## src/rtl/button_press_generator.sv

```systemverilog
// button_press_generator
//   Synthesises active-low push-button waveforms (short press, long press,
//   hold with N repeat ticks) from single commands, for board self-test and
//   loopback into the button-state detector.
//
//   Optional feature macro: BOUNCE_EN
//     defined   : every button transition is preceded by 3 bounce pulses of
//                 BOUNCE_TICKS at the target level then BOUNCE_TICKS at the
//                 previous level; steady durations start after the bounce.
//     undefined : clean single transitions, no bounce logic.
//
//   Ports
//     clk        in   system clock
//     reset      in   asynchronous active-low reset
//     cmd[1:0]   in   0 = no-op, 1 = short, 2 = long, 3 = hold
//     cmd_count  in   repeat ticks for hold (ignored otherwise)
//     cmd_valid  in   command request
//     cmd_ready  out  high only in IDLE
//     abort      in   terminate current command
//     button     out  generated button level, 1 = released
//     busy       out  high from acceptance until end of GAP
//     done       out  one-cycle pulse on the final GAP cycle
//     aborted    out  valid with done, 1 = command was aborted
module button_press_generator #(
    parameter logic [29:0] FREQ_CLK     = 30'd50_000_000,
    parameter logic [29:0] SHORT_TICKS  = FREQ_CLK / 30'd20,
    parameter logic [29:0] LONG_TICKS   = FREQ_CLK / 30'd2,
    parameter logic [29:0] GAP_TICKS    = FREQ_CLK / 30'd100,
    parameter logic [29:0] BOUNCE_TICKS = FREQ_CLK / 30'd20000
) (
    input  logic       clk,
    input  logic       reset,
    input  logic [1:0] cmd,
    input  logic [7:0] cmd_count,
    input  logic       cmd_valid,
    output logic       cmd_ready,
    input  logic       abort,
    output logic       button,
    output logic       busy,
    output logic       done,
    output logic       aborted
);

    localparam logic [29:0] REPEAT_TICKS = FREQ_CLK / 30'd10;
    localparam logic [29:0] TAIL_TICKS   = FREQ_CLK / 30'd20;

    // A zero duration would make a terminal count of all-ones and hang the FSM.
    if (SHORT_TICKS == '0 || LONG_TICKS == '0 || GAP_TICKS == '0 ||
        REPEAT_TICKS == '0 || TAIL_TICKS == '0 || BOUNCE_TICKS == '0) begin : g_bad_params
        $error("button_press_generator: every derived duration must be nonzero");
    end

    typedef enum logic [2:0] {
        S_IDLE,
        S_PRESS,
        S_REPEAT,
        S_TAIL,
        S_GAP
    } state_t;

    state_t      state_q, state_d;
    logic [29:0] tc_q, tc_d;
    logic [1:0]  cmd_q, cmd_d;
    logic [7:0]  count_q, count_d;
    logic        aborted_q, aborted_d;
    logic        button_q, button_d;
    logic        busy_q, busy_d;
    logic        done_q, done_d;
    logic        cmd_ready_q, cmd_ready_d;

    logic [29:0] press_ticks;
    logic        bouncing;
    logic        low_d;

`ifdef BOUNCE_EN
    // bidx counts remaining bounce half-pulses (6..1); even = target level,
    // odd = previous level. tc stays frozen at 0 while bidx is nonzero.
    logic [2:0]  bidx_q, bidx_d;
    logic [29:0] bt_q, bt_d;
`endif

    always_comb begin
        state_d   = state_q;
        tc_d      = tc_q + 30'd1;
        cmd_d     = cmd_q;
        count_d   = count_q;
        aborted_d = aborted_q;

        case (cmd_q)
            2'd1:    press_ticks = SHORT_TICKS;
            2'd2:    press_ticks = LONG_TICKS;
            default: press_ticks = FREQ_CLK;
        endcase

`ifdef BOUNCE_EN
        bidx_d   = bidx_q;
        bt_d     = bt_q;
        bouncing = (bidx_q != 3'd0);
        if (bouncing) begin
            if (bt_q == BOUNCE_TICKS - 30'd1) begin
                bt_d   = '0;
                bidx_d = bidx_q - 3'd1;
            end else begin
                bt_d = bt_q + 30'd1;
            end
        end
`else
        bouncing = 1'b0;
`endif

        case (state_q)
            S_IDLE: begin
                tc_d = '0;
                if (cmd_valid) begin
                    cmd_d     = cmd;
                    count_d   = cmd_count;
                    aborted_d = 1'b0;
                    state_d   = (cmd == 2'd0) ? S_GAP : S_PRESS;
                end
            end
            S_PRESS: begin
                if (abort) begin
                    state_d   = S_GAP;
                    aborted_d = 1'b1;
                end else if (bouncing) begin
                    tc_d = tc_q;
                end else if (tc_q == press_ticks - 30'd1) begin
                    if (cmd_q != 2'd3)
                        state_d = S_GAP;
                    else if (count_q != 8'd0)
                        state_d = S_REPEAT;
                    else
                        state_d = S_TAIL;
                end
            end
            S_REPEAT: begin
                if (abort) begin
                    state_d   = S_GAP;
                    aborted_d = 1'b1;
                end else if (tc_q == REPEAT_TICKS - 30'd1) begin
                    // count is always nonzero here, so the decrement never wraps
                    count_d = count_q - 8'd1;
                    tc_d    = '0;
                    if (count_q == 8'd1)
                        state_d = S_TAIL;
                end
            end
            S_TAIL: begin
                if (abort) begin
                    state_d   = S_GAP;
                    aborted_d = 1'b1;
                end else if (tc_q == TAIL_TICKS - 30'd1) begin
                    state_d = S_GAP;
                end
            end
            S_GAP: begin
                if (bouncing)
                    tc_d = tc_q;
                else if (tc_q == GAP_TICKS - 30'd1)
                    state_d = S_IDLE;
            end
            default: state_d = S_IDLE;
        endcase

        if (state_d != state_q)
            tc_d = '0;

`ifdef BOUNCE_EN
        // Bounce only where the line actually changes level: IDLE->PRESS and
        // any low state -> GAP (a no-op command enters GAP already high).
        if (state_d != state_q &&
            ((state_d == S_PRESS && state_q == S_IDLE) ||
             (state_d == S_GAP && state_q != S_IDLE))) begin
            bidx_d = 3'd6;
            bt_d   = '0;
        end
`endif

        // Outputs are derived from the next state so they are registered
        // and line up with the state they describe.
        low_d       = (state_d == S_PRESS) || (state_d == S_REPEAT) || (state_d == S_TAIL);
        button_d    = ~low_d;
        busy_d      = (state_d != S_IDLE);
        cmd_ready_d = (state_d == S_IDLE);
        done_d      = (state_d == S_GAP) && (tc_d == GAP_TICKS - 30'd1);

`ifdef BOUNCE_EN
        if (bidx_d != 3'd0) begin
            button_d = (state_d == S_PRESS) ? bidx_d[0] : ~bidx_d[0];
            done_d   = 1'b0;
        end
`endif
    end

    always_ff @(posedge clk or negedge reset) begin
        if (!reset) begin
            state_q     <= S_IDLE;
            tc_q        <= '0;
            cmd_q       <= '0;
            count_q     <= '0;
            aborted_q   <= 1'b0;
            button_q    <= 1'b1;
            busy_q      <= 1'b0;
            done_q      <= 1'b0;
            cmd_ready_q <= 1'b1;
`ifdef BOUNCE_EN
            bidx_q      <= '0;
            bt_q        <= '0;
`endif
        end else begin
            state_q     <= state_d;
            tc_q        <= tc_d;
            cmd_q       <= cmd_d;
            count_q     <= count_d;
            aborted_q   <= aborted_d;
            button_q    <= button_d;
            busy_q      <= busy_d;
            done_q      <= done_d;
            cmd_ready_q <= cmd_ready_d;
`ifdef BOUNCE_EN
            bidx_q      <= bidx_d;
            bt_q        <= bt_d;
`endif
        end
    end

    assign button    = button_q;
    assign busy      = busy_q;
    assign done      = done_q;
    assign aborted   = aborted_q;
    assign cmd_ready = cmd_ready_q;

endmodule

```

## config.mk

```make
export PLATFORM = sky130hd
export DESIGN_NAME = button_press_generator
export DESIGN_NICKNAME = d
export VERILOG_FILES = /design/src/rtl/button_press_generator.sv
export SDC_FILE = /design/constraint.sdc
export NUM_CORES = 1
export LEC_CHECK = 0
export ABC_CLOCK_PERIOD_IN_PS = 3500
export CAP_MARGIN = 20
export CORE_MARGIN = 2
export CORE_UTILIZATION = 30
export CTS_BUF_LIST = sky130_fd_sc_hd__clkbuf_4 sky130_fd_sc_hd__clkbuf_8 sky130_fd_sc_hd__clkbuf_16
export DETAILED_ROUTE_END_ITERATION = 6
export PLACE_DENSITY = 0.43
export SYNTH_ARGS = -nofsm -noshare
export SYNTH_HDL_FRONTEND = slang
export SYNTH_SLANG_ARGS = --single-unit
```

## constraint.sdc

```tcl
create_clock -name clk -period 3.5 [get_ports clk]
set_input_delay 0.35 -clock clk [delete_from_list [all_inputs] [get_ports clk]]
set_output_delay 0.35 -clock clk [all_outputs]
set_load 0.02 [all_outputs]
```

==> results.md <==
* Minimum clock period at 2.97 ns
* DP HPWL at 6880 um
* Global-route wire length before repair at 15,500 um
* Final WS setup at 0.532 ns
* Syn Std Cell Area at 3420 um^2
* Leakage at 1.53 nW
* Skew-Pair Late Insertion Delay at 0.29 ns
* Max Fclk at 0.337 GHz
* NetSw at 0.786 mW
* Critical R2R Launch: tc_q[0]
* Sequential area share after synthesis at 35.2%
* Critical path arrival at 3.14 ns
* Routed wire length at 9400 um
* Cts repair resizes at 0
* Die span in y at 111 um
* Post-Place Worst Slack at 0.461 ns
* Ys async rst share at 100%
* Worst Setup Path Type: reg2reg
* Reg area at 1200 um^2
* Fillcell total at 1,157
* Clk slew on worst S/H paths at 0.07 ns
* Final period util at 84.8%
* Ant. Diodes at 0
* 1st-iter DRT viols at 192
* Layout Nets at 429
* Worst path required time at 3.68 ns
* Vias at 2,953
* Die area at 12,300 um^2
* Int Power at 1.43 mW
* Core Area at 11,000 um^2
* Layout cells sized above 1 at 9.07%
* Number of global-route vias before repair at 2,871
* Post-CTS setup buffer count at 0
* RD Place Congestion at 0.850
* Setup Skew at 0.00655 ns
* Setup violation total in the final timing report at 0
* Clk buf depth at 2
* Mean Syn Cell Area at 8.46 um^2
* CTS tree: done
* DRC viols at 0
* Syn Nets at 426
* Initial Util at 31.1%
* Post-route setup TNS at 0 ns
* Top cells by area, synth: dfrtp_1 34%, nor2_1 5.7%, xor2_1 4.6%, nand3_1 3.7%, xnor2_1 3.6%
* I/O Buffers at 18
* Post-CTS Hold Buffers at 0
* Layout area overhead at 14.3%
* Synth unique cells at 71
* VDD IR max at 294 uV
* RSZ-0062 raised after global routing: no
* Num CTS Buffers at 5
* Area share of the largest cell type after synthesis at 33.7%
* Clock power share at 31.4%
* FF-to-FF End: count_q[7]
* GR Overflow Total at 0
* Die Wd at 111 um
* Status: completed
* Global-route usage over all layers at 15.7%
* Reg2reg setup slack at 0.53 ns
* Cell taking the most area after synthesis: dfrtp_1
* Std-Cell Rows at 38
* Vias per Instance at 5.39
* Largest net degree at the start of global routing at 29
* Sequential share of power at 35.5%
* Drt wl/cell at 17.1 um
* Final ANT Viol Nets at 0
* Initial antenna violation count at 0
* Yosys reg bits at 48
* Gate power share at 33.1%
* Post-synth EDFFs at 0
* Area of the multi-input gates at 2040 um^2
* Fin cells at 548
* Relative slew margins at 60.0%
* Switching Fraction at 35.5%
* Max-Cap Viols at 0
* Crit-path max FO at 10
* Fin. max-slew vios at 0
* Ys flop type: dfrtp_1
* Final hold violation count at 0
* CTS Root Cell: clkbuf_16
* DR pass1 iterations at 4
* Post-synthesis cell count at 404
* Worst Tran Pin Value at 0.600 ns
* H-tree depth at 2
* CP Launch Type: flip-flop
* Ports at 19
* Crit end category: flip-flop
* Power, Total at 2.22 mW
* Sink Count at 48
* Worst Hold Class: in2async
* Dpl cells at 539
* R2r worst-path depth at 9
* Yosys Warn Count at 0
* Pwr dens at 567 nW/um^2
==> synthesized netlist by cell type (3+ instances only) <==
| cell | n |
|---|---|
| a21oi_1 | 11 |
| a22oi_1 | 4 |
| a31oi_1 | 5 |
| a41oi_1 | 3 |
| and3_1 | 12 |
| and4_1 | 4 |
| clkbuf_1 | 22 |
| dfrtp_1 | 46 |
| ha_1 | 8 |
| inv_1 | 12 |
| nand2_1 | 23 |
| nand2b_1 | 6 |
| nand3_1 | 25 |
| nand4_1 | 15 |
| nand4b_1 | 3 |
| nor2_1 | 52 |
| nor2b_1 | 5 |
| nor3_1 | 15 |
| nor3b_1 | 4 |
| nor4_1 | 8 |
| nor4b_1 | 4 |
| nor4bb_1 | 4 |
| o211a_1 | 3 |
| o21ai_0 | 16 |
| or2_2 | 3 |
| or3_1 | 4 |
| or4_1 | 3 |
| xnor2_1 | 14 |
| xor2_1 | 18 |
==> per-layer routing <==
layer  routed length (um)  GRT usage [%]
met1                 4630           21.8
met2                 4350           25.2
met5                    0              0
met4                  118           3.92
met3                  294           2.84
==> worst max path at each step <==
stage               cells after the start    endpoint    start  slack (ns)
floorplan                               9  count_q[0]  tc_q[0]        0.94
finish                                  9  count_q[7]  tc_q[0]        0.53
detailed placement                      8  count_q[1]  tc_q[0]        0.46
global route                            9  count_q[7]  tc_q[0]        0.24
global placement                        8  count_q[1]  tc_q[0]        0.59
CTS                                     8  count_q[1]  tc_q[0]        0.43
==> cells by family after synthesis <==
group,after synthesis,share of synthesized area [%]
AOI/OAI and AO/OA,70,14.9
xor gates and xnor gates,32,8.20
adders and majority gates,8,2.93
buffers and inverters,42,5.12
DFF,48,35.2
muxes,1,0.293
and+or+nand+nor,203,33.4
==> final cells by class <==
cell class,count,area share [%]
clock inverter,3,2.30
clock buffer,5,3.20
multi-input combinational,314,52.2
timing repair buffer,25,5.76
tap,140,4.48
sequential,48,30.8
inverter,13,1.25
==> metrics by stage <==
step	utilization (%)	area, um^2	hold slack [ns]
after floorplan	-	3420	0.0544
after global placement	33.6	3690	0.401
after detailed placement	33.6	3690	0.399
after CTS	35.5	3900	0.0804
after global routing	35.6	3910	0.115
final	35.6	3910	0.0556
==> worst max-delay path: stages (launching register included) <==
cell and delay, ns:
dfrtp_1 0.45, ha_1 0.29, and4_1 0.42, nand2_1 0.13
or4_1 0.55, a211oi_1 0.38, o31ai_1 0.15, buf_2 0.20
o21ai_0 0.18, o21ai_0 0.10
==> layout by cell type (no fill, tap or decap), drive strengths merged, types with 6 or more instances in the layout <==
cell type      count
buf                8
nand4             15
a31oi              6
nor2              52
xor2              18
a21oi             11
xnor2             14
nand2b             6
dfrtp             46
nor3              16
inv               13
ha                 8
o21ai             16
nand2             24
and3              12
clkdlybuf4s50     17
nor4               9
nand3             25
==> state kept, by name, summed over array words and instances (netlist names) <==
register / cells
count_q: 8
button: 1
aborted: 1
state_q: 3
cmd_q: 2
busy: 1
cmd_ready: 1
tc_q: 30
done: 1
==> power groups by stage <==
stage / logic [mW] / registers [mW] / clock network [mW]
6_report: 0.733 / 0.788 / 0.696
5_1_grt: 0.824 / 0.808 / 0.735
4_1_cts: 0.734 / 0.785 / 0.717
3_5_place_dp: 0.734 / 0.796 / 0
3_3_place_gp: 0.732 / 0.795 / 0
2_1_floorplan: 0.527 / 0.775 / 0
(Power assumes the default switching activity.)
